File: src/rtl/shift_register_seq.sv
// Parametrised shift/rotate register with a burst sequencer that repeats the
// selected operation Count times and pulses Done when the burst completes.
module shift_register_seq #(
  parameter int WIDTH = 4,
  parameter int CNT_W = 3
) (
  input  logic             Clock,
  input  logic             Reset,
  input  logic             Enable,
  input  logic             Load,
  input  logic [WIDTH-1:0] DataIn,
  input  logic [2:0]       Mode,
  input  logic             LeftInput,
  input  logic             RightInput,
  input  logic             Start,
  input  logic [CNT_W-1:0] Count,
  output logic [WIDTH-1:0] out,
  output logic             SerialOut,
  output logic             Busy,
  output logic             Done
);

  typedef enum logic {IDLE, RUN} state_t;

  state_t           r_state,     w_stateNext;
  logic [WIDTH-1:0] r_out,       w_outNext;
  logic             r_serial,    w_serialNext;
  logic             r_busy,      w_busyNext;
  logic             r_done,      w_doneNext;
  logic [2:0]       r_mode,      w_modeNext;
  logic [CNT_W-1:0] r_remaining, w_remainingNext;

  logic [2:0]       w_opMode;
  logic [WIDTH-1:0] w_opOut;
  logic             w_opSerial;

  // Datapath for one operation; a burst uses the mode captured at Start.
  always_comb begin
    w_opMode   = (r_state == RUN) ? r_mode : Mode;
    w_opOut    = r_out;
    w_opSerial = r_serial;
    case (w_opMode)
      3'b001: begin
        w_opOut    = {LeftInput, r_out[WIDTH-1:1]};
        w_opSerial = r_out[0];
      end
      3'b010: begin
        w_opOut    = {r_out[WIDTH-2:0], RightInput};
        w_opSerial = r_out[WIDTH-1];
      end
      3'b011: begin
        w_opOut    = {r_out[0], r_out[WIDTH-1:1]};
        w_opSerial = r_out[0];
      end
      3'b100: begin
        w_opOut    = {r_out[WIDTH-2:0], r_out[WIDTH-1]};
        w_opSerial = r_out[WIDTH-1];
      end
      3'b101: begin
        w_opOut    = {r_out[WIDTH-1], r_out[WIDTH-1:1]};
        w_opSerial = r_out[0];
      end
      default: begin
        w_opOut    = r_out;
        w_opSerial = r_serial;
      end
    endcase
  end

  always_comb begin
    w_stateNext     = r_state;
    w_outNext       = r_out;
    w_serialNext    = r_serial;
    w_busyNext      = r_busy;
    w_doneNext      = 1'b0;
    w_modeNext      = r_mode;
    w_remainingNext = r_remaining;

    if (Enable) begin
      if (Load) begin
        w_outNext   = DataIn;
        w_stateNext = IDLE;
        w_busyNext  = 1'b0;
      end else if (r_state == IDLE) begin
        if (Start) begin
          w_modeNext      = Mode;
          w_remainingNext = Count;
          if (Count != '0) begin
            w_stateNext = RUN;
            w_busyNext  = 1'b1;
          end else begin
            w_doneNext = 1'b1;
          end
        end else begin
          w_outNext    = w_opOut;
          w_serialNext = w_opSerial;
        end
      end else begin
        w_outNext    = w_opOut;
        w_serialNext = w_opSerial;
        if (r_remaining != '0) begin
          w_remainingNext = r_remaining - CNT_W'(1);
        end
        // Remaining count saturates at zero; the edge consuming the last op ends the burst.
        if (r_remaining <= CNT_W'(1)) begin
          w_stateNext = IDLE;
          w_busyNext  = 1'b0;
          w_doneNext  = 1'b1;
        end
      end
    end
  end

  always_ff @(posedge Clock) begin
    if (Reset) begin
      r_state     <= IDLE;
      r_out       <= '0;
      r_serial    <= 1'b0;
      r_busy      <= 1'b0;
      r_done      <= 1'b0;
      r_mode      <= '0;
      r_remaining <= '0;
    end else begin
      r_state     <= w_stateNext;
      r_out       <= w_outNext;
      r_serial    <= w_serialNext;
      r_busy      <= w_busyNext;
      r_done      <= w_doneNext;
      r_mode      <= w_modeNext;
      r_remaining <= w_remainingNext;
    end
  end

  assign out       = r_out;
  assign SerialOut = r_serial;
  assign Busy      = r_busy;
  assign Done      = r_done;

endmodule

File: config.mk
export PLATFORM = sky130hd
export DESIGN_NAME = shift_register_seq
export DESIGN_NICKNAME = d
export VERILOG_FILES = /design/src/rtl/shift_register_seq.sv
export SDC_FILE = /design/constraint.sdc
export NUM_CORES = 1
export LEC_CHECK = 0
export CORE_MARGIN = 5
export CORE_UTILIZATION = 40
export CTS_CLUSTER_SIZE = 10
export DETAILED_ROUTE_END_ITERATION = 10
export DONT_BUFFER_PORTS = 1
export GPL_TIMING_DRIVEN = 0
export RECOVER_POWER = 50
export SLEW_MARGIN = 20
export SYNTH_ARGS = -nofsm -noshare
export SYNTH_HDL_FRONTEND = slang
export SYNTH_SLANG_ARGS = --single-unit
File: constraint.sdc
create_clock -name Clock -period 4.6 [get_ports Clock]
set_clock_uncertainty 0.1 [all_clocks]
set_input_delay 0.92 -clock Clock [delete_from_list [all_inputs] [get_ports Clock]]
set_output_delay 0.92 -clock Clock [all_outputs]
set_load 0.05 [all_outputs]
==> run_results.csv, run 1 <==
group,metric,value,unit
final_layout,fill_cells,244,
synth,netlist.area_leader.share,27.8,%
clock_network,clk_latency,0.28,ns
floorplanning,coreArea,2430,µm²
synth,synth_top_family_by_area,"compound AO/OA/AOI/OAI gates",
setup_path,cp_top_family,"compound AO/OA/AOI/OAI gates",
clock_network,cts_tree,"done",
floorplanning,row_count,18,
final_layout,instances_no_fill,153,
global_route,grt-ovfl-total,0,
setup_path,crit_arrival,2.34,ns
setup_path,path_class,"in -> reg",
global_route,grt_start_max_net_pins,11,
synth,synthAdderAreaFrac,3.73,%
routing,first_pass_iters,4,
place,place.gp.congestion,0.792,
sta,hold_violations,0,
setup_path,cp.buffers_inverters,1,
synth,synth-compound-area-share,30.9,%
global_route,antenna_found_initial,0,
sta,setup-tns-final,0,ns
routing,drc,0,
clock_network,postCtsHoldBufs,0,
place,placed_cells,150,
global_route,grt_pass1_vias,860,
synth,syn_area,1010,µm²
synth,synth-simple-area-share,19.8,%
hold_path,hp-class,"reg -> reg",
clock_network,clk_pin_slew_worst_paths,0.08,ns
place,portBuffers,0,
floorplanning,initial_core_util,41.4,%
sta,finalCritPeriodShare,48.3,%
routing,dr_total_vias,871,
sta,fin_ws,2.38,ns
setup_path,crit_path_max_fanout,7,
clock_network,cts_resized,0,
routing,postRouteAntennaNets,0,
setup_path,startpoint_type,"primary input",
final_layout,layout-drive-gt1-share,13.0,%
power_and_ir_drop,powerDensity,255,nW/µm²
routing,wirelength,2370,µm
power_and_ir_drop,vdd_drop_max,0.206,mV
clock_network,h-tree-depth,1,
floorplanning,io_pins,24,
power_and_ir_drop,p_leak,0.000370,µW
clock_network,clock_path_buffers,2,
setup_path,end_kind,"register",
floorplanning,dieArea,3620,µm²
synth,seq_area_frac_synth,27.8,%
setup_path,required,4.72,ns
synth,synth_area_leaders,"dfxtp_1 (28%), mux2i_1 (7.0%), ha_1 (3.7%), nor2_1 (3.7%), a211o_1 (3.5%)",
place,hpwl,1820,µm
routing,routed_via_density,5.69,
synth,syn_avg_cell_area,8.39,µm²
routing,first_iter_violations,18,
synth,yosys.area.top_type,"dfxtp_1",
synth,synth_cells,120,
synth,synth.area.mux_share,9.57,%
routing,wl_per_cell,15.5,µm
outcome,status,"completed",
sta,max-slew-margin-rel,59.6,%
final_layout,n_antenna_cell,0,
sta,fmax,450,MHz
routing,top_layer,"met4",
synth,synth_cell_types,46,
setup_path,path_cells,"buf_2 > a211o_1 > a211oi_2 > o21ai_1 > a211o_1 > a21oi_2",
clock_network,cts_buffers,3,
sta,final.min_clock_period,2.22,ns
setup_path,cp_common_cell,"a211o_1",
synth,syn_nets,140,
clock_network,post_cts.repair.setup_buffers,0,
place,pre_cts_ws,2.07,ns
synth,ys_warn_count,0,
global_route,grt_pass1_wl,4050,µm
sta,worst_pin_slew,0.605,ns
clock_network,clock-sinks,14,
synth,synthXorXnorAreaFrac,1.74,%
floorplanning,die_h,60.2,µm
setup_path,cp_slowest_stage_delay,0.37,ns
flow_run,maxCapViolations,0,
final_layout,nets,145,
sta,finalHoldWorstSlack,0.378,ns
sta,rsz0062_at_grt,"no",
synth,ys_ff_latch,14,
clock_network,cts_root_buffer,"clkbuf_4",
setup_path,critPathSlowestCell,"a211oi_2",
sta,drv_slew,0,
sta,setup_violations,0,
routing,met1_length,1060,µm
routing,dr_wl_met3,146,µm
global_route,track_usage,14.9,%
routing,met2_length,1120,µm
floorplanning,die_x,60.2,µm
final_layout,syn2layout_area_growth,5.84,%
## placed cells by master, fill, tap and decap left out, types with 4 or more instances in the layout
cell / n
a211o_1: 4
nor2b_1: 4
inv_1: 8
nand2b_1: 4
dfxtp_1: 14
mux2i_1: 7
o21ai_0: 5
nor2_1: 10
a21oi_1: 5
nand2_1: 8
## metrics by stage
stage,utilization [%],instance area [µm²],power [µW]
2_1_floorplan,-,1010,194
3_5_place_dp,43.0,1040,204
5_1_grt,43.8,1070,288
3_3_place_gp,43.0,1040,203
6_report,43.8,1070,272
4_1_cts,43.9,1070,276
## state kept, by name (all words and copies together), names as in the netlist
name         flops
out              4
r_mode           3
r_remaining      3
Busy             1
Done             1
SerialOut        1
r_state          1
## worst min-delay path: cells and delay by family, from the launching register on
family,cells,cell delay (ns)
AND/OR/NAND/NOR,1,0.06
AO/OA/AOI/OAI,1,0.05
flip-flops,1,0.33
## logic make-up (layout without fill, tap and decap cells)
family,Yosys count,after routing
DFF,14,14
muxes,9,9
buffers and inverters,15,18
adders and majority gates,3,3
and+or+nand+nor,38,38
AOI/OAI and AO/OA,39,39
xor gates and xnor gates,2,2
## final timing paths
kind                            slack (ns)           start              to  cells past startpoint
worst min-delay path                  0.38  r_remaining[1]  r_remaining[1]                      2
worst max-delay path                  2.38         Mode[1]          out[1]                      6
worst min register to register        0.38  r_remaining[1]  r_remaining[1]                      2
worst max register to register        2.63         r_state            Busy                      6
## metal layers
layer,vias to the layer above,GRT usage [%]
met3,6,5.40
met1,396,18.3
met4,0,4.75
met2,19,24.1
met5,-,0
li1,450,-
## power by group
part	total (µW)	switching (µW)	internal (µW)
combinational	56.3	30.0	26.3
sequential	145	18.1	127
clock	70.1	39.7	30.4
## final cells by class
type | instances | area [µm²] | share of cell area, %
Multi-Input combinational cell | 91 | 662 | 62.1
Inverter | 9 | 33.8 | 3.17
Clock buffer | 3 | 22.5 | 2.11
Buffer | 6 | 30.0 | 2.82
Sequential cell | 14 | 280 | 26.3
Tap cell | 30 | 37.5 | 3.52
## cells in the mapped netlist (all sizes together)
library cell / n
dfxtp: 14
nor2: 10
inv: 8
nand2: 8
a21oi: 7
mux2i: 7
o21ai: 6
buf: 5
a211o: 4
a211oi: 4
nand2b: 4
nor2b: 4
ha: 3
nor3: 3
o211ai: 3
mux2: 2
nand3b: 2
nor4b: 2
o32ai: 2
xnor2: 2
a21bo: 1
a21o: 1
a221oi: 1
a22o: 1
a22oi: 1
a311oi: 1
a31oi: 1
a32o: 1
a32oi: 1
clkbuf: 1
clkinv: 1
nand3: 1
nor3b: 1
nor4: 1
o2111ai: 1
o21ba: 1
o221ai: 1
o22ai: 1
or2: 1
or3b: 1
Power figures use the tool's default switching activity.
==> run 2: changes to the inputs <==
clock period = 2.1 ns   (was 4.6 ns; I/O delays follow)
==> run 2 against run 1 <==
  * Hold slack got worse by 0.27 ns
  * Count of clock-buffer cells in the layout did not move
  * Die area did not move
  * Routed wire length barely moved
  * Largest power group unchanged
  * Power rose by 120%
  * Combinational power rose by 120%
  * Non-clock buffer count did not move
  * Final area rose by 0.12%
==> run_results.csv, run 2 (synthesized netlist as in run 1, its figures left out) <==
group,metric,value,unit
sta,rsz0062_at_grt,"no",
power_and_ir_drop,p_leak,0.000374,µW
final_layout,instances_no_fill,153,
sta,setup_violations,0,
routing,wl_per_cell,15.4,µm
global_route,use_met2,24.1,%
sta,finalHoldWorstSlack,0.108,ns
routing,first_iter_violations,18,
power_and_ir_drop,vdd_drop_max,0.450,mV
sta,setup-tns-final,0,ns
setup_path,critPathSlowestCell,"a211oi_2",
final_layout,most-common-layout-cells,"dfxtp_1 (14), nor2_1 (10), inv_1 (8), nand2_1 (8), mux2i_1 (7)",
sta,finalCritPeriodShare,88.3,%
floorplanning,io_pins,24,
power_and_ir_drop,powerDensity,557,nW/µm²
global_route,met3_usage,5.40,%
floorplanning,dieArea,3620,µm²
flow_run,maxCapViolations,0,
clock_network,cts_buffers,3,
clock_network,clk_pin_slew_worst_paths,0.08,ns
routing,first_pass_iters,4,
clock_network,cts_root_buffer,"clkbuf_4",
global_route,antenna_found_initial,0,
sta,final.min_clock_period,1.85,ns
place,place.gp.congestion,0.792,
final_layout,largest_reg_flops,4,
sta,worst_pin_slew,0.605,ns
global_route,track_usage,14.9,%
clock_network,clock_path_buffers,2,
setup_path,cp_slowest_stage_delay,0.37,ns
floorplanning,die_h,60.2,µm
place,placed_cells,150,
sta,fin_ws,0.246,ns
final_layout,nets,145,
sta,max-slew-margin-rel,59.6,%
global_route,met1_usage,18.3,%
clock_network,clock-sinks,14,
routing,wirelength,2360,µm
floorplanning,initial_core_util,41.4,%
setup_path,required,2.22,ns
setup_path,crit_path_max_fanout,10,
global_route,grt_pass1_wl,4050,µm
final_layout,syn2layout_area_growth,5.96,%
clock_network,cts_tree,"done",
clock_network,post_cts.repair.setup_buffers,0,
routing,drc,0,
clock_network,postCtsHoldBufs,0,
setup_path,end_kind,"register",
clock_network,clk_latency,0.28,ns
global_route,top_usage_layer,"met2",
floorplanning,coreArea,2430,µm²
setup_path,path_cells,"buf_4 > a211o_1 > a211oi_2 > o21ai_1 > a211o_1 > a21oi_2",
sta,drv_slew,0,
routing,dr_total_vias,878,
place,hpwl,1820,µm
sta,fmax,539,MHz
final_layout,regArea,280,µm²
final_layout,utilization,43.9,%
final_layout,layout-drive-gt1-share,13.8,%
clock_network,h-tree-depth,1,
place,pre_cts_ws,0.0733,ns
setup_path,cp_top_family,"compound AO/OA/AOI/OAI gates",
clock_network,cts_resized,0,
global_route,grt_pass1_vias,860,
setup_path,crit_arrival,1.97,ns
setup_path,cp_common_cell,"a211o_1",
outcome,status,"completed",
hold_path,hp-class,"in -> reg",
setup_path,startpoint_type,"register",
final_layout,fill_cells,243,
setup_path,cp.buffers_inverters,1,
setup_path,path_class,"reg -> reg",
global_route,grt-ovfl-total,0,
final_layout,final_common_cell,"dfxtp_1",
place,portBuffers,0,
final_layout,n_antenna_cell,0,
floorplanning,row_count,18,
routing,routed_via_density,5.74,
sta,hold_violations,0,
final_layout,multiInputGateArea,662,µm²
routing,postRouteAntennaNets,0,
floorplanning,die_x,60.2,µm
global_route,grt_start_max_net_pins,11,
[run 2: cell count changes in the layout (fill, tap and decap cells not counted)]
cell      delta
buf_2        +1
clkbuf_1     -1
[run 2: layer usage]
metal | share of wire (%) | routed length [µm] | vias to the layer above
li1 | - | - | 452
met1 | 46 | 1080 | 402
met2 | 47 | 1110 | 20
met3 | 6.1 | 144 | 4
met4 | 1.2 | 29 | 0
met5 | 0 | 0 | -
[run 2: worst register-to-register path, delay by kind of cell (launching register included)]
kind	cells	cell delay [ns]
AO/OA/AOI/OAI	5	1.21
buffers and inverters	1	0.17
flip-flops	1	0.32
[run 2: stage by stage]
step                      total power, µW  instance area (µm²)
after global placement                444                 1040
final                                 595                 1070
after CTS                             605                 1070
after detailed placement              447                 1040
after floorplan                       424                 1010
after global routing                  632                 1070
[run 2: path summary, 6_finish.rpt]
path,from,to,slack [ns],cells past startpoint
worst max register to register,r_state,out[1],0.25,6
worst min-delay path,Reset,Busy,0.11,1
worst min register to register,r_remaining[1],r_remaining[1],0.38,2
worst max-delay path,r_state,out[1],0.25,6
[run 2: area by class of cell]
type	count	area share, %
plain buffers	6	2.93
clock buffers	3	2.11
inverters	9	3.17
multi-input cells	91	62.0
flip-flops and latches	14	26.3
well taps	30	3.52
[run 2: report_power, final]
part | leakage, µW | switching, µW | internal (µW) | total (µW)
Combinational | 0.000246 | 65.6 | 57.8 | 123
Clock | 0.0000138 | 86.7 | 66.5 | 153
Sequential | 0.000114 | 39.6 | 278 | 318
Total | 0.000374 | 192 | 403 | 595
